**src/rtl/parallax_scroll_ctrl_if.sv**
```systemverilog
// Control and offset bus between the UI/sync side and the parallax scroll scheduler.
// The master drives the sync and controls; the slave (the scheduler) returns the committed offsets and status.
interface parallax_scroll_ctrl_if;
    logic        vsync;
    logic        pause;
    logic        reverse;
    logic [1:0]  speed;
    logic [49:0] off_x;
    logic [49:0] off_y;
    logic [9:0]  frame;
    logic        busy;
    logic        commit;

    modport master (
        output vsync, pause, reverse, speed,
        input  off_x, off_y, frame, busy, commit
    );

    modport slave (
        input  vsync, pause, reverse, speed,
        output off_x, off_y, frame, busy, commit
    );
endinterface

```
**src/rtl/parallax_scroll_ctrl.sv**
```systemverilog
// Per-frame scroll scheduler: ten Q10.2 accumulators stepped through one shared adder, then committed atomically.
// Latency 11 cycles from the vsync edge to the offset update; one extra edge may be queued while busy.
module parallax_scroll_ctrl #(
    parameter bit          VSYNC_ACTIVE_LOW = 1'b1,
    parameter logic [39:0] VEL_X = {8'd2, 8'd8, 8'd16, 8'd28, 8'd64},
    parameter logic [39:0] VEL_Y = {8'd1, 8'd1, 8'd2, 8'd6, 8'd8}
) (
    input  logic                  clk,
    input  logic                  rst_n,
    parallax_scroll_ctrl_if.slave bus
);
    typedef enum logic [1:0] {ST_IDLE, ST_UPDATE, ST_COMMIT} state_e;

    typedef struct packed {
        logic       pause;
        logic       reverse;
        logic [1:0] speed;
    } cfg_t;

    typedef struct packed {
        logic       reverse;
        logic [1:0] speed;
    } step_cfg_t;

    localparam logic        ACTIVE_LVL = !VSYNC_ACTIVE_LOW;
    localparam logic [79:0] VEL_ALL    = {VEL_Y, VEL_X};

    state_e            state_q, state_d;
    logic [3:0]        idx_q, idx_d;
    step_cfg_t         cfg_q, cfg_d;
    cfg_t              pend_cfg_q, pend_cfg_d;
    logic              pending_q, pending_d;
    logic              vsync_dly_q, vsync_dly_d;
    logic [9:0]        frame_q, frame_d;
    logic [9:0][11:0]  acc_q, acc_d;
    logic [49:0]       off_x_q, off_x_d;
    logic [49:0]       off_y_q, off_y_d;
    logic              commit_q, commit_d;

    cfg_t        bus_cfg, start_cfg;
    logic        start;
    logic        edge_det;
    logic [7:0]  vel_sel;
    logic [11:0] step;
    logic [11:0] sum;

    assign bus_cfg  = {bus.pause, bus.reverse, bus.speed};
    assign edge_det = (bus.vsync == ACTIVE_LVL) && (bus.vsync != vsync_dly_q);

    // The single shared adder/subtractor; idx selects X layers 0..4 then Y layers 0..4.
    assign vel_sel = VEL_ALL[{idx_q, 3'b000} +: 8];
    assign step    = {4'd0, vel_sel} << cfg_q.speed;
    assign sum     = cfg_q.reverse ? (acc_q[idx_q] - step) : (acc_q[idx_q] + step);

    always_comb begin
        state_d     = state_q;
        idx_d       = idx_q;
        cfg_d       = cfg_q;
        pend_cfg_d  = pend_cfg_q;
        pending_d   = pending_q;
        vsync_dly_d = bus.vsync;
        frame_d     = frame_q;
        acc_d       = acc_q;
        off_x_d     = off_x_q;
        off_y_d     = off_y_q;
        commit_d    = 1'b0;
        start       = 1'b0;
        start_cfg   = bus_cfg;

        if (edge_det) begin
            frame_d = frame_q + 10'd1;
        end

        case (state_q)
            ST_IDLE: begin
                start = edge_det;
            end
            ST_UPDATE: begin
                acc_d[idx_q] = sum;
                if (idx_q == 4'd9) begin
                    state_d = ST_COMMIT;
                end else begin
                    idx_d = idx_q + 4'd1;
                end
                // The running frame keeps its own controls; a queued edge parks its controls aside.
                if (edge_det && !pending_q) begin
                    pending_d  = 1'b1;
                    pend_cfg_d = bus_cfg;
                end
            end
            ST_COMMIT: begin
                for (int k = 0; k < 5; k++) begin
                    off_x_d[k*10 +: 10] = acc_q[k][11:2];
                    off_y_d[k*10 +: 10] = acc_q[k+5][11:2];
                end
                commit_d  = 1'b1;
                state_d   = ST_IDLE;
                pending_d = 1'b0;
                if (pending_q) begin
                    start     = 1'b1;
                    start_cfg = pend_cfg_q;
                end else begin
                    start = edge_det;
                end
            end
            default: begin
                state_d = ST_IDLE;
            end
        endcase

        if (start) begin
            cfg_d   = '{reverse: start_cfg.reverse, speed: start_cfg.speed};
            idx_d   = 4'd0;
            state_d = start_cfg.pause ? ST_IDLE : ST_UPDATE;
        end
    end

    always_ff @(posedge clk) begin
        if (!rst_n) begin
            state_q     <= ST_IDLE;
            idx_q       <= 4'd0;
            cfg_q       <= '0;
            pend_cfg_q  <= '0;
            pending_q   <= 1'b0;
            vsync_dly_q <= !ACTIVE_LVL;
            frame_q     <= 10'd0;
            acc_q       <= '0;
            off_x_q     <= '0;
            off_y_q     <= '0;
            commit_q    <= 1'b0;
        end else begin
            state_q     <= state_d;
            idx_q       <= idx_d;
            cfg_q       <= cfg_d;
            pend_cfg_q  <= pend_cfg_d;
            pending_q   <= pending_d;
            vsync_dly_q <= vsync_dly_d;
            frame_q     <= frame_d;
            acc_q       <= acc_d;
            off_x_q     <= off_x_d;
            off_y_q     <= off_y_d;
            commit_q    <= commit_d;
        end
    end

    assign bus.off_x  = off_x_q;
    assign bus.off_y  = off_y_q;
    assign bus.frame  = frame_q;
    assign bus.commit = commit_q;
    assign bus.busy   = (state_q != ST_IDLE) || commit_q;
endmodule

```
**src/flat_wrapper.sv**
```systemverilog
// flat-port wrapper written by rule: the top's interface ports become plain ports
module parallax_scroll_ctrl_flat 
#(
    parameter bit          VSYNC_ACTIVE_LOW = 1'b1,
    parameter logic [39:0] VEL_X = {8'd2, 8'd8, 8'd16, 8'd28, 8'd64},
    parameter logic [39:0] VEL_Y = {8'd1, 8'd1, 8'd2, 8'd6, 8'd8}
)
  (clk, rst_n, bus_vsync, bus_pause, bus_reverse, bus_speed, bus_off_x, bus_off_y, bus_frame, bus_busy, bus_commit);
  parallax_scroll_ctrl_if bus_i ();
  input  logic clk;
  input  logic rst_n;
  input wire logic [$bits(bus_i.vsync)-1:0] bus_vsync;
  input wire logic [$bits(bus_i.pause)-1:0] bus_pause;
  input wire logic [$bits(bus_i.reverse)-1:0] bus_reverse;
  input wire logic [$bits(bus_i.speed)-1:0] bus_speed;
  output wire logic [$bits(bus_i.off_x)-1:0] bus_off_x;
  output wire logic [$bits(bus_i.off_y)-1:0] bus_off_y;
  output wire logic [$bits(bus_i.frame)-1:0] bus_frame;
  output wire logic [$bits(bus_i.busy)-1:0] bus_busy;
  output wire logic [$bits(bus_i.commit)-1:0] bus_commit;
  assign bus_i.vsync = bus_vsync;
  assign bus_i.pause = bus_pause;
  assign bus_i.reverse = bus_reverse;
  assign bus_i.speed = bus_speed;
  assign bus_off_x = bus_i.off_x;
  assign bus_off_y = bus_i.off_y;
  assign bus_frame = bus_i.frame;
  assign bus_busy = bus_i.busy;
  assign bus_commit = bus_i.commit;
  parallax_scroll_ctrl #(.VSYNC_ACTIVE_LOW(VSYNC_ACTIVE_LOW), .VEL_X(VEL_X), .VEL_Y(VEL_Y)) u_core (.clk(clk), .rst_n(rst_n), .bus(bus_i));
endmodule
```
**config.mk**
```make
export PLATFORM = sky130hd
export DESIGN_NAME = parallax_scroll_ctrl_flat
export DESIGN_NICKNAME = d
export VERILOG_FILES = /design/src/rtl/parallax_scroll_ctrl_if.sv /design/src/rtl/parallax_scroll_ctrl.sv /design/src/flat_wrapper.sv
export SDC_FILE = /design/constraint.sdc
export NUM_CORES = 1
export LEC_CHECK = 0
export ABC_AREA = 1
export BUFFER_PORTS_ARGS = -buffer_cell sky130_fd_sc_hd__buf_4
export CAP_MARGIN = 30
export CORE_ASPECT_RATIO = 0.75
export CORE_MARGIN = 3
export CORE_UTILIZATION = 45
export DETAILED_ROUTE_END_ITERATION = 7
export PLACE_DENSITY = 0.62
export SLEW_MARGIN = 15
export SYNTH_ARGS = -nofsm -noshare
export SYNTH_HDL_FRONTEND = slang
export SYNTH_SLANG_ARGS = --single-unit
```
**constraint.sdc**
```tcl
create_clock -name clk -period 4.3 [get_ports clk]
set_clock_uncertainty 0.1 [all_clocks]
set_input_delay 0.215 -clock clk [delete_from_list [all_inputs] [get_ports clk]]
set_output_delay 0.215 -clock clk [all_outputs]
set_load 0.01 [all_outputs]
```
==> tab_implementation.tex, run 1 <==
\begin{tabular}{lr}
\hline
Metric & Value \\
\hline
\multicolumn{2}{l}{\textbf{Critical path}} \\
\quad Endpoint of the most critical register-to-register path & u\_core.acc\_q[95] \\
\quad FF-to-FF Start & u\_core.idx\_q[0] \\
\quad Register-to-register setup slack & 0.34 ns \\
\quad Worst Reg-to-Reg Cells & 22 \\
\quad Slowest-stage cell, CP & dfxtp\_2 \\
\quad Type of the setup path with the least slack & register to register \\
\quad Endpoint required time on the critical path & 4.63 ns \\
\quad Worst-path fanout max & 10 \\
\quad Critical path startpoint category & register \\
\quad Worst setup path startpoint & u\_core.idx\_q[0] \\
\quad Termination of the worst setup path & u\_core.acc\_q[95] \\
\quad Worst setup EP type & register \\
\quad Dominant delay contributor by cell family on the critical path & simple AND/OR/NAND/NOR gates \\
\quad Number of gates on the worst path with buffers counted & 22 \\
\quad CP Buf/Inv Count & 4 \\
\quad Cells along the critical path & inv\_1 -> ha\_1 -> nand3\_1 -> nand3\_1 -> nand2\_1 -> nor2\_2 -> o21bai\_1 -> nor2\_1 -> nand2\_1 -> nor2\_1 -> nand2\_1 -> o31ai\_1 -> ha\_1 -> inv\_1 -> o21bai\_1 -> a31oi\_1 -> and3\_2 -> inv\_1 -> nand3\_4 -> nand3\_1 -> nand2\_1 -> inv\_1 \\
\quad Crit path DAT & 4.29 ns \\
\quad Critical Path Max Stage Delay & 0.44 ns \\
\multicolumn{2}{l}{\textbf{Logic synthesis}} \\
\quad Flip-flop and latch count after synthesis & 246 \\
\quad Post-synthesis sequential area ratio & 45.2\% \\
\quad Combined area of all synthesized cells & 10900 sq um \\
\quad Cell variety after synth & 45 \\
\quad Gate count after technology mapping & 1490 \\
\quad Ys async rst share & 0\% \\
\quad Number of enable flip-flop cells after synthesis & 0 \\
\quad Mean instance size in the synthesized netlist & 7.31 sq um \\
\quad Post-synthesis share of cell area spent on and, or, nand and nor gates & 16.9\% \\
\quad Post-synthesis mux area share & 0\% \\
\quad Share of synthesized cell area in full adder, half adder and majority cells & 2.25\% \\
\quad Share of the synthesized area in compound gates (AO/OA/AOI/OAI) & 24.3\% \\
\quad Dominant combinational cell family by area after synthesis & compound AO/OA/AOI/OAI gates \\
\quad YS warnings & 0 \\
\quad Fraction of synthesized cell area in xor and xnor cells & 1.05\% \\
\quad Synthesized Nets & 1516 \\
\quad Most common flop cell mapped by yosys & dfxtp\_1 \\
\multicolumn{2}{l}{\textbf{STA}} \\
\quad Max frequency & 0.252 GHz \\
\quad Transition time at the pin with the least slew margin & 0.902 ns \\
\quad Ratio of final minimum period to clock period & 92.1\% \\
\quad RSZ-0062 raised after global routing & no \\
\quad Endpoints failing hold & 0 \\
\quad Total setup violations reported at the end of the flow & 0 \\
\quad Total count of max-transition violations in the final report & 0 \\
\quad Total negative slack for setup checks & 0 ns \\
\quad Period minus WS final & 3.96 ns \\
\quad Worst relative slew slack & 39.9\% \\
\multicolumn{2}{l}{\textbf{Flow run}} \\
\quad Maximum capacitance violations & 0 \\
\multicolumn{2}{l}{\textbf{Cells and area}} \\
\quad Reg area & 4930 sq um \\
\quad Fraction of layout instances using a drive strength above 1 & 14.2\% \\
\quad Post-layout instance count excluding filler cells & 1896 \\
\quad Fin nets & 1608 \\
\quad Final antenna diode count & 0 \\
\quad Area used by multi-input combinational logic & 4860 sq um \\
\quad Post-synthesis to final-layout area growth & 18.1\% \\
\quad Total of fill cells in the finished design & 2298 \\
\multicolumn{2}{l}{\textbf{Floorplanning}} \\
\quad Y dimension of the die & 141 um \\
\quad Die area & 26100 sq um \\
\quad Number of rows created at floorplan & 48 \\
\quad \# IOs & 119 \\
\quad Effective utilization at floorplan & 46.5\% \\
\quad Horizontal extent of the die & 186 um \\
\quad Total core area & 23400 sq um \\
\multicolumn{2}{l}{\textbf{Detailed routing}} \\
\quad Avg Vias per Cell & 5.30 \\
\quad Length of the first detailed-routing pass in iterations & 5 \\
\quad Detailed Route WL & 33000 um \\
\quad Post-DR wirelength/cell & 17.4 um \\
\quad Count of unresolved DRC violations after routing & 0 \\
\quad Count of antenna-violating nets left after detailed routing & 0 \\
\quad Detailed-route via count & 10100 \\
\quad First-iteration detailed-routing DRC count & 933 \\
\multicolumn{2}{l}{\textbf{Clocking}} \\
\quad Register clock-pin slew on the reported worst setup and hold paths & 0.07 ns \\
\quad Post-CTS Setup Inserts & 0 \\
\quad Maximum count of clock buffers along a single path & 3 \\
\quad Root cell of the clock tree & clkbuf\_16 \\
\quad Sinks on the clock net & 246 \\
\quad Number of CTS-inserted buffers & 24 \\
\quad Clk\_lat worst skew & 0.54 ns \\
\quad CTS H-tree lvls & 1 \\
\quad TritonCTS clock tree & yes \\
\multicolumn{2}{l}{\textbf{Global routing}} \\
\quad GRT Overall Usage & 25.0\% \\
\quad Antenna violations before repair & 0 \\
\quad Via count of the first global-routing pass & 9147 \\
\quad Wire length of the first global-routing pass & 51900 um \\
\quad Maximum number of pins on one net before global-route repair & 100 \\
\quad Total grt overflow & 0 \\
\multicolumn{2}{l}{\textbf{Power and ir drop}} \\
\quad Power density over cell area & 432 nW/um\^{}2 \\
\quad Leakage power summed over all cells & 6.10 nW \\
\quad Worst ir drop on vdd & 287 uV \\
\quad Overall power consumption & 5.55 mW \\
\multicolumn{2}{l}{\textbf{Place}} \\
\quad HPWL after detailed placement & 22800 um \\
\quad Gpl congestion & 0.917 \\
\quad IO buf count & 118 \\
\quad Cell Count Post-Placement & 1850 \\
\multicolumn{2}{l}{\textbf{Status}} \\
\quad Result of the run & finished clean \\
\multicolumn{2}{l}{\textbf{Min path}} \\
\quad Type of the worst min-delay path & input port to register \\
\hline
\end{tabular}
==> tightest hold or removal path, cell delays in order <==
cell	delay [ns]
buf_4	0.26
nand2_1	0.13
nor2_1	0.03
==> cell usage in the layout (no fill, tap or decap), types with 3 or more instances in the layout <==
cell,instances
dfxtp_1,245
ha_1,18
nor2_2,10
buf_4,144
clkbuf_1,6
o22ai_1,7
inv_2,10
clkbuf_16,24
nand2_4,5
nand3_2,6
nand2_2,5
clkinv_1,4
a221o_1,10
xnor2_1,5
xor2_1,8
dlygate4sd3_1,6
inv_1,192
a31oi_1,5
o21a_1,3
o21ai_0,266
nor2_4,5
nor3_1,7
nor2_1,207
nand3_1,53
o21ai_1,3
nand2_1,108
a21oi_1,189
o21bai_1,4
clkinv_2,4
o211ai_1,9
==> cells in the mapped netlist (10+ instances only) <==
cell / instances / area (sq um)
a21oi_1: 189 / 946
a221o_1: 10 / 100
clkbuf_1: 64 / 240
dfxtp_1: 246 / 4920
ha_1: 18 / 225
inv_1: 193 / 724
nand2_1: 109 / 409
nand3_1: 53 / 265
nor2_1: 208 / 781
nor2_2: 10 / 62.6
o21ai_0: 266 / 1330
==> worst min path at each step <==
stage,from,endpoint,cells after the start
after floorplan,bus_vsync,u_core.vsync_dly_q,2
after global placement,bus_vsync,u_core.vsync_dly_q,3
after detailed placement,bus_vsync,u_core.vsync_dly_q,3
after CTS,rst_n,u_core.bus.frame[4],3
after global routing,rst_n,u_core.bus.frame[4],3
final,rst_n,u_core.bus.frame[4],3
==> report_power, final <==
| part | leakage, nW | switching (mW) | total (mW) | internal [mW] |
|---|---|---|---|---|
| registers | 1.98 | 0.0189 | 2.32 | 2.30 |
| logic | 3.74 | 0.792 | 1.14 | 0.344 |
| clock network | 0.373 | 0.909 | 2.10 | 1.19 |
==> cell type report <==
class                   instances  share of cell area [%]
clock buffers                  32                    5.06
clock inverters                 8                   0.914
inverters                     206                    6.01
multi-input cells             953                    37.8
flip-flops and latches        246                    38.3
well taps                     300                    2.92
repair buffers                151                    9.03
==> stage by stage <==
step | instance area (sq um) | hold WS (ns) | utilization [%] | setup WS, ns
after floorplan | 10900 | 0.212 | - | 0.370
after global placement | 12000 | 0.304 | 51.4 | 0.416
after detailed placement | 12000 | 0.308 | 51.4 | 0.394
after CTS | 12900 | 0.0383 | 54.9 | 0.368
after global routing | 12900 | 0.0828 | 54.9 | 0.0181
final | 12900 | 0.0583 | 54.9 | 0.339
==> state kept, by name (all words and copies together) (netlist names) <==
signal,cells
u_core.pending_q,1
u_core.state_q,2
u_core.bus.frame,10
u_core.bus.off_x,50
u_core.bus.off_y,50
u_core.pend_cfg_q,4
u_core.idx_q,4
u_core.cfg_q,3
u_core.acc_q,120
u_core.vsync_dly_q,1
u_core.bus.commit,1
==> layer usage <==
metal	up-vias	part of all wire, %	track usage (%)
li1	5063	-	-
met1	4617	48	37.9
met2	328	42	37.0
met3	48	7.3	4.44
met4	0	2.2	5.76
met5	-	0	0
==> kinds of logic (layout without fill, tap and decap cells) <==
logic type	after synthesis	in the layout
buffers and inverters	291	397
adders and majority gates	19	19
xor gates and xnor gates	13	13
AOI/OAI and AO/OA	503	503
and+or+nand+nor	418	418
DFF	246	246
==> repair_timing <==
action | CTS | global route
resized for setup | 0 | 2
endpoints found under the hold margin | 8 | 0
hold buffers | 6 | 0
setup endpoints to repair | 0 | 8
(Power assumes the default switching activity.)
==> run 2, diff against run 1 <==
--- a/config.mk
+++ b/config.mk
@@ -11,6 +11,7 @@
 export CORE_ASPECT_RATIO = 0.75
 export CORE_MARGIN = 3
 export CORE_UTILIZATION = 45
+export CTS_BUF_LIST = sky130_fd_sc_hd__clkbuf_16
 export DETAILED_ROUTE_END_ITERATION = 7
 export PLACE_DENSITY = 0.62
 export SLEW_MARGIN = 15
==> tab_implementation.tex, run 2 (synthesis results as in run 1) <==
\begin{tabular}{lr}
\hline
Metric & Value \\
\hline
\multicolumn{2}{l}{\textbf{Power and ir drop}} \\
\quad Switching component of the power & 1.72 mW (about the same) \\
\quad Switching part of the total power & 31.2\% (was 31.0\%) \\
\quad Combinational fraction of design power & 20.6\% (was 20.5\%) \\
\quad Leakage power summed over all cells & 6.11 nW (was 6.10 nW) \\
\quad Power density over cell area & 428 nW/um\^{}2 (was 432 nW/um\^{}2) \\
\quad Overall power consumption & 5.50 mW (was 5.55 mW) \\
\quad Worst ir drop on vdd & 288 uV (was 287 uV) \\
\quad Share of total power in sequential cells & 42.2\% (was 41.8\%) \\
\quad Internal power component & 3.78 mW (was 3.83 mW) \\
\quad Part of the total power dissipated in the clock network & 37.2\% (was 37.8\%) \\
\multicolumn{2}{l}{\textbf{Cells and area}} \\
\quad Final antenna diode count & 0 (unchanged) \\
\quad Max reg flops & 120 (unchanged) \\
\quad Fin nets & 1608 (unchanged) \\
\quad Fraction of layout instances using a drive strength above 1 & 14.1\% (was 14.2\%) \\
\quad Register name with the most flops & u\_core.acc\_q (unchanged) \\
\quad Post-route cell area & 12800 sq um (was 12900 sq um) \\
\quad Post-synthesis to final-layout area growth & 17.9\% (was 18.1\%) \\
\quad Most frequent standard cell in the layout excluding fill and tap cells & o21ai\_0 (unchanged) \\
\quad Most used cells in the layout excluding fill and tap cells & o21ai\_0 (266), dfxtp\_1 (245), nor2\_1 (207) (unchanged) \\
\quad Post-route core utilization & 54.8\% (was 54.9\%) \\
\multicolumn{2}{l}{\textbf{Critical path}} \\
\quad Register-to-register setup slack & 0.33 ns (was 0.34 ns) \\
\quad Type of the setup path with the least slack & register to register (unchanged) \\
\quad Worst setup path startpoint & u\_core.idx\_q[0] (unchanged) \\
\quad Crit path DAT & 4.30 ns (was 4.29 ns) \\
\quad Critical path startpoint category & register (unchanged) \\
\quad Endpoint required time on the critical path & 4.63 ns (about the same) \\
\quad Worst-path fanout max & 10 (unchanged) \\
\quad Worst setup EP type & register (unchanged) \\
\quad Termination of the worst setup path & u\_core.acc\_q[95] (unchanged) \\
\quad FF-to-FF Start & u\_core.idx\_q[0] (unchanged) \\
\quad Worst Reg-to-Reg Cells & 22 (unchanged) \\
\quad Endpoint of the most critical register-to-register path & u\_core.acc\_q[95] (unchanged) \\
\multicolumn{2}{l}{\textbf{STA}} \\
\quad Total setup violations reported at the end of the flow & 0 (unchanged) \\
\quad Fin worst setup slack & 0.328 ns (was 0.339 ns) \\
\quad Max frequency & 0.252 GHz (about the same) \\
\quad Period minus WS final & 3.97 ns (was 3.96 ns) \\
\quad Total count of max-transition violations in the final report & 0 (unchanged) \\
\quad Ratio of final minimum period to clock period & 92.4\% (was 92.1\%) \\
\quad Endpoints failing hold & 0 (unchanged) \\
\quad Transition time at the pin with the least slew margin & 0.917 ns (was 0.902 ns) \\
\quad Total negative slack for setup checks & 0 ns (unchanged) \\
\quad RSZ-0062 raised after global routing & no (unchanged) \\
\quad Worst relative slew slack & 38.9\% (was 39.9\%) \\
\multicolumn{2}{l}{\textbf{Detailed routing}} \\
\quad Avg Vias per Cell & 5.29 (was 5.30) \\
\quad Count of antenna-violating nets left after detailed routing & 0 (unchanged) \\
\quad Length of the first detailed-routing pass in iterations & 5 (unchanged) \\
\quad Detailed Route WL & 32900 um (was 33000 um) \\
\quad First-iteration detailed-routing DRC count & 936 (was 933) \\
\quad Count of unresolved DRC violations after routing & 0 (unchanged) \\
\quad Post-DR wirelength/cell & 17.4 um (about the same) \\
\quad Detailed-route via count & 10000 (was 10100) \\
\multicolumn{2}{l}{\textbf{Flow run}} \\
\quad Maximum capacitance violations & 0 (unchanged) \\
\multicolumn{2}{l}{\textbf{Global routing}} \\
\quad Antenna violations before repair & 0 (unchanged) \\
\quad Wire length of the first global-routing pass & 51800 um (was 51900 um) \\
\quad Via count of the first global-routing pass & 9148 (was 9147) \\
\quad GRT Overall Usage & 24.9\% (was 25.0\%) \\
\quad Total grt overflow & 0 (unchanged) \\
\quad Maximum number of pins on one net before global-route repair & 100 (unchanged) \\
\multicolumn{2}{l}{\textbf{Clocking}} \\
\quad Number of CTS-inserted buffers & 24 (unchanged) \\
\quad CTS H-tree lvls & 1 (unchanged) \\
\quad Post-CTS Setup Inserts & 0 (unchanged) \\
\quad TritonCTS clock tree & yes (unchanged) \\
\quad Clk\_lat worst skew & 0.54 ns (about the same) \\
\quad Maximum count of clock buffers along a single path & 3 (unchanged) \\
\quad Sinks on the clock net & 246 (unchanged) \\
\quad Register clock-pin slew on the reported worst setup and hold paths & 0.07 ns (about the same) \\
\quad Root cell of the clock tree & clkbuf\_16 (unchanged) \\
\multicolumn{2}{l}{\textbf{Min path}} \\
\quad Type of the worst min-delay path & input port to register (unchanged) \\
\quad Min-Delay Startpoint & rst\_n (unchanged) \\
\multicolumn{2}{l}{\textbf{Place}} \\
\quad Worst setup slack after placement & 0.394 ns (unchanged) \\
\quad HPWL after detailed placement & 22800 um (unchanged) \\
\quad Area of placed instances & 12000 sq um (unchanged) \\
\quad Gpl congestion & 0.917 (unchanged) \\
\quad IO buf count & 118 (unchanged) \\
\multicolumn{2}{l}{\textbf{Floorplanning}} \\
\quad \# IOs & 119 (unchanged) \\
\quad Number of rows created at floorplan & 48 (unchanged) \\
\quad Effective utilization at floorplan & 46.5\% (unchanged) \\
\quad Die area & 26100 sq um (unchanged) \\
\quad Y dimension of the die & 141 um (unchanged) \\
\quad Horizontal extent of the die & 186 um (unchanged) \\
\quad Total core area & 23400 sq um (unchanged) \\
\multicolumn{2}{l}{\textbf{Status}} \\
\quad Result of the run & finished clean (unchanged) \\
\hline
\end{tabular}
## run 2: cell count changes in the layout (fill, tap and decap cells not counted), sizes merged
cell and change:
clkinv +2, clkbuf -8, inv +6
## run 2: final cells by class
type / count / area (sq um)
clock inverter: 16 / 148
inverter: 206 / 773
fill: 2301 / 10600
timing repair buffer: 151 / 1160
sequential: 246 / 4930
tap: 300 / 375
clock buffer: 24 / 601
multi-input combinational: 953 / 4860
## run 2: timing repair
action                     in CTS  in global routing
hold endpoints to repair        8                  0
hold buffers                    6                  0
resized for setup               0                  2
setup endpoints to repair       0                  8
## run 2: worst max-delay path, cell delays in order (launching register included)
cell and delay [ns]:
dfxtp_2 0.44, inv_1 0.18, ha_1 0.28, nand3_1 0.14, nand3_1 0.12, nand2_1 0.09, nor2_2 0.05, o21bai_1 0.21
nor2_1 0.11, nand2_1 0.10, nor2_1 0.13, nand2_1 0.09, o31ai_1 0.37, ha_1 0.34, inv_1 0.12, o21bai_1 0.08
a31oi_1 0.16, and3_2 0.24, inv_1 0.07, nand3_4 0.19, nand3_1 0.14, nand2_1 0.09, inv_1 0.04
## run 2: metal layers
metal | wire (um) | share of wire [%] | GRT usage, % | up-vias
li1 | - | - | - | 5068
met1 | 15900 | 48 | 37.8 | 4608
met2 | 13900 | 42 | 36.9 | 316
met3 | 2460 | 7.5 | 4.44 | 45
met4 | 702 | 2.1 | 5.76 | 0
met5 | 0 | 0 | 0 | -
## run 2: worst min-delay path by stage
stage | end | slack, ns | depth (start not counted)
final | u_core.bus.frame[4] | 0.06 | 3
after floorplan | u_core.vsync_dly_q | 0.21 | 2
after detailed placement | u_core.vsync_dly_q | 0.31 | 3
after CTS | u_core.bus.frame[4] | 0.04 | 3
after global routing | u_core.bus.frame[4] | 0.08 | 3
after global placement | u_core.vsync_dly_q | 0.30 | 3
## run 2: power groups by stage
stage | registers (mW) | logic (mW) | clock network [mW]
floorplan | 2.36 | 0.540 | 0
global placement | 2.37 | 1.09 | 0
detailed placement | 2.37 | 1.10 | 0
CTS | 2.32 | 1.11 | 2.08
global route | 2.32 | 1.20 | 2.17
finish | 2.32 | 1.13 | 2.04
## run 2: stage by stage
| step | instances | hold slack, ns |
|---|---|---|
| 6_report | 1896 | 0.0558 |
| 5_1_grt | 1896 | 0.0828 |
| 4_1_cts | 1896 | 0.0383 |
| 3_5_place_dp | 1850 | 0.308 |
| 3_3_place_gp | 1850 | 0.304 |
| 2_1_floorplan | 1490 | 0.212 |
==> run 3, diff against run 2 <==
--- a/config.mk
+++ b/config.mk
@@ -8,10 +8,10 @@
 export ABC_AREA = 1
 export BUFFER_PORTS_ARGS = -buffer_cell sky130_fd_sc_hd__buf_4
 export CAP_MARGIN = 30
-export CORE_ASPECT_RATIO = 0.75
 export CORE_MARGIN = 3
 export CORE_UTILIZATION = 45
 export CTS_BUF_LIST = sky130_fd_sc_hd__clkbuf_16
+export CTS_CLUSTER_SIZE = 40
 export DETAILED_ROUTE_END_ITERATION = 7
 export PLACE_DENSITY = 0.62
 export SLEW_MARGIN = 15
==> constraint.sdc (replaced) <==
create_clock -name clk -period 4.3 [get_ports clk]
set_clock_uncertainty 0.1 [all_clocks]
set_input_delay 0.86 -clock clk [delete_from_list [all_inputs] [get_ports clk]]
set_output_delay 0.86 -clock clk [all_outputs]
set_load 0.01 [all_outputs]
==> tab_implementation.tex, run 3 (synthesis results as in run 1) <==
\begin{tabular}{lr}
\hline
Metric & Value \\
\hline
\multicolumn{2}{l}{\textbf{Detailed routing}} \\
\quad First-iteration detailed-routing DRC count & 829 (was 936) \\
\quad Count of antenna-violating nets left after detailed routing & 0 (unchanged) \\
\quad Avg Vias per Cell & 5.19 (was 5.29) \\
\quad Length of the first detailed-routing pass in iterations & 8 (was 5) \\
\quad Count of unresolved DRC violations after routing & 0 (unchanged) \\
\quad Detailed Route WL & 31700 um (was 32900 um) \\
\quad Detailed-route via count & 9946 (was 10000) \\
\quad Post-DR wirelength/cell & 16.6 um (was 17.4 um) \\
\multicolumn{2}{l}{\textbf{Global routing}} \\
\quad Total grt overflow & 0 (unchanged) \\
\quad Antenna violations before repair & 0 (unchanged) \\
\quad GRT Overall Usage & 23.7\% (was 24.9\%) \\
\quad Wire length of the first global-routing pass & 50000 um (was 51800 um) \\
\quad Via count of the first global-routing pass & 9088 (was 9148) \\
\quad Maximum number of pins on one net before global-route repair & 108 (was 100) \\
\multicolumn{2}{l}{\textbf{Floorplanning}} \\
\quad Y dimension of the die & 162 um (was 141 um) \\
\quad Effective utilization at floorplan & 46.1\% (was 46.5\%) \\
\quad \# IOs & 119 (unchanged) \\
\quad Number of rows created at floorplan & 56 (was 48) \\
\quad Horizontal extent of the die & 162 um (was 186 um) \\
\quad Die area & 26100 sq um (about the same) \\
\quad Total core area & 23600 sq um (was 23400 sq um) \\
\multicolumn{2}{l}{\textbf{Cells and area}} \\
\quad Final antenna diode count & 0 (unchanged) \\
\quad Max reg flops & 120 (unchanged) \\
\quad Fin nets & 1602 (was 1608) \\
\quad Register name with the most flops & u\_core.acc\_q (unchanged) \\
\quad Post-layout instance count excluding filler cells & 1916 (was 1896) \\
\quad Most used cells in the layout excluding fill and tap cells & o21ai\_0 (266), dfxtp\_1 (244), nor2\_1 (207) (was o21ai\_0 (266), dfxtp\_1 (245), nor2\_1 (207)) \\
\quad Most frequent standard cell in the layout excluding fill and tap cells & o21ai\_0 (unchanged) \\
\quad Fraction of layout instances using a drive strength above 1 & 14.2\% (was 14.1\%) \\
\quad Post-synthesis to final-layout area growth & 18.3\% (was 17.9\%) \\
\multicolumn{2}{l}{\textbf{Clocking}} \\
\quad CTS H-tree lvls & 1 (unchanged) \\
\quad Root cell of the clock tree & clkbuf\_16 (unchanged) \\
\quad Clk\_lat worst skew & 0.54 ns (about the same) \\
\quad Post-CTS Setup Inserts & 0 (unchanged) \\
\quad Sinks on the clock net & 246 (unchanged) \\
\quad Number of CTS-inserted buffers & 27 (was 24) \\
\quad Maximum count of clock buffers along a single path & 3 (unchanged) \\
\quad Register clock-pin slew on the reported worst setup and hold paths & 0.06 ns (was 0.07 ns) \\
\quad TritonCTS clock tree & yes (unchanged) \\
\multicolumn{2}{l}{\textbf{Status}} \\
\quad Result of the run & finished clean (unchanged) \\
\multicolumn{2}{l}{\textbf{Power and ir drop}} \\
\quad Overall power consumption & 5.58 mW (was 5.50 mW) \\
\quad Worst ir drop on vdd & 260 uV (was 288 uV) \\
\quad Power density over cell area & 433 nW/um\^{}2 (was 428 nW/um\^{}2) \\
\quad Leakage power summed over all cells & 6.15 nW (was 6.11 nW) \\
\multicolumn{2}{l}{\textbf{STA}} \\
\quad Total negative slack for setup checks & 0 ns (unchanged) \\
\quad Period minus WS final & 3.88 ns (was 3.97 ns) \\
\quad Total setup violations reported at the end of the flow & 0 (unchanged) \\
\quad Fin worst setup slack & 0.415 ns (was 0.328 ns) \\
\quad Total count of max-transition violations in the final report & 0 (unchanged) \\
\quad Transition time at the pin with the least slew margin & 0.959 ns (was 0.917 ns) \\
\quad Worst relative slew slack & 36.1\% (was 38.9\%) \\
\quad Ratio of final minimum period to clock period & 90.3\% (was 92.4\%) \\
\quad Endpoints failing hold & 0 (unchanged) \\
\quad Max frequency & 0.257 GHz (was 0.252 GHz) \\
\quad RSZ-0062 raised after global routing & no (unchanged) \\
\multicolumn{2}{l}{\textbf{Min path}} \\
\quad Type of the worst min-delay path & register to register (was input port to register) \\
\quad Number of cells traversed by the worst hold path & 2 (was 3) \\
\multicolumn{2}{l}{\textbf{Flow run}} \\
\quad Maximum capacitance violations & 0 (unchanged) \\
\multicolumn{2}{l}{\textbf{Place}} \\
\quad Gpl congestion & 0.934 (was 0.917) \\
\quad Worst setup slack after placement & 0.376 ns (was 0.394 ns) \\
\quad IO buf count & 118 (unchanged) \\
\quad Cell Count Post-Placement & 1866 (was 1850) \\
\quad HPWL after detailed placement & 22000 um (was 22800 um) \\
\multicolumn{2}{l}{\textbf{Critical path}} \\
\quad Worst setup EP type & register (unchanged) \\
\quad Worst-path fanout max & 14 (was 10) \\
\quad Crit path DAT & 4.22 ns (was 4.30 ns) \\
\quad Worst Reg-to-Reg Cells & 22 (unchanged) \\
\quad Endpoint required time on the critical path & 4.64 ns (was 4.63 ns) \\
\quad Critical path startpoint category & register (unchanged) \\
\quad Type of the setup path with the least slack & register to register (unchanged) \\
\hline
\end{tabular}
==> run 3: power breakdown <==
part,internal [mW],switching (mW)
clock,1.26,0.928
sequential,2.30,0.0166
combinational,0.328,0.746
total,3.89,1.69
==> run 3: final timing paths <==
| path | from | to | slack, ns |
|---|---|---|---|
| max | u_core.idx_q[0] | u_core.acc_q[71] | 0.42 |
| min | u_core.bus.frame[9] | u_core.bus.frame[9] | 0.36 |
| max reg2reg | u_core.idx_q[0] | u_core.acc_q[71] | 0.42 |
| min reg2reg | u_core.bus.frame[9] | u_core.bus.frame[9] | 0.36 |
==> run 3: area by class of cell <==
cell class	count	area, sq um
clock buffer	27	676
fill	2348	10700
clock inverter	23	161
inverter	206	773
tap	319	399
sequential	246	4930
multi-input combinational	953	4860
timing repair buffer	142	1090
==> run 3: stage by stage <==
step / cell area [sq um] / util, % / hold slack, ns
2_1_floorplan: 10900 / - / 0.339
3_3_place_gp: 12000 / 51.0 / 0.353
3_5_place_dp: 12000 / 51.0 / 0.363
4_1_cts: 12900 / 54.5 / 0.374
5_1_grt: 12900 / 54.6 / 0.400
6_report: 12900 / 54.6 / 0.365
==> run 3: metal layers <==
metal  vias up  share of wire [%]  GRT usage [%]  wire, um
li1       5068                  -              -         -
met1      4583                 46           32.8     14600
met2       258                 46           39.7     14700
met3        37                5.7           3.54      1820
met4         0                1.9           4.81       593
met5         -                  0              0         0
==> run 3: timing repair <==
action                                  CTS  global route
resized for setup                         0             7
hold buffers                              0             0
endpoints found under the setup margin    0            28
==> run 3: critical path: stages, from the launching register on <==
cell and delay (ns):
dfxtp_4 0.43, inv_1 0.16, ha_1 0.24, nand3_1 0.14
nand3_1 0.12, nand2_1 0.09, nor2_2 0.05, o21bai_1 0.19
nor2_1 0.12, nand2_1 0.08, nor2_1 0.15, nand2_1 0.09
o31ai_1 0.39, ha_1 0.35, inv_1 0.11, o21bai_1 0.07
a31oi_1 0.14, and3_2 0.25, inv_1 0.08, nand3_4 0.19
nand3_1 0.12, nand2_1 0.09, inv_1 0.03
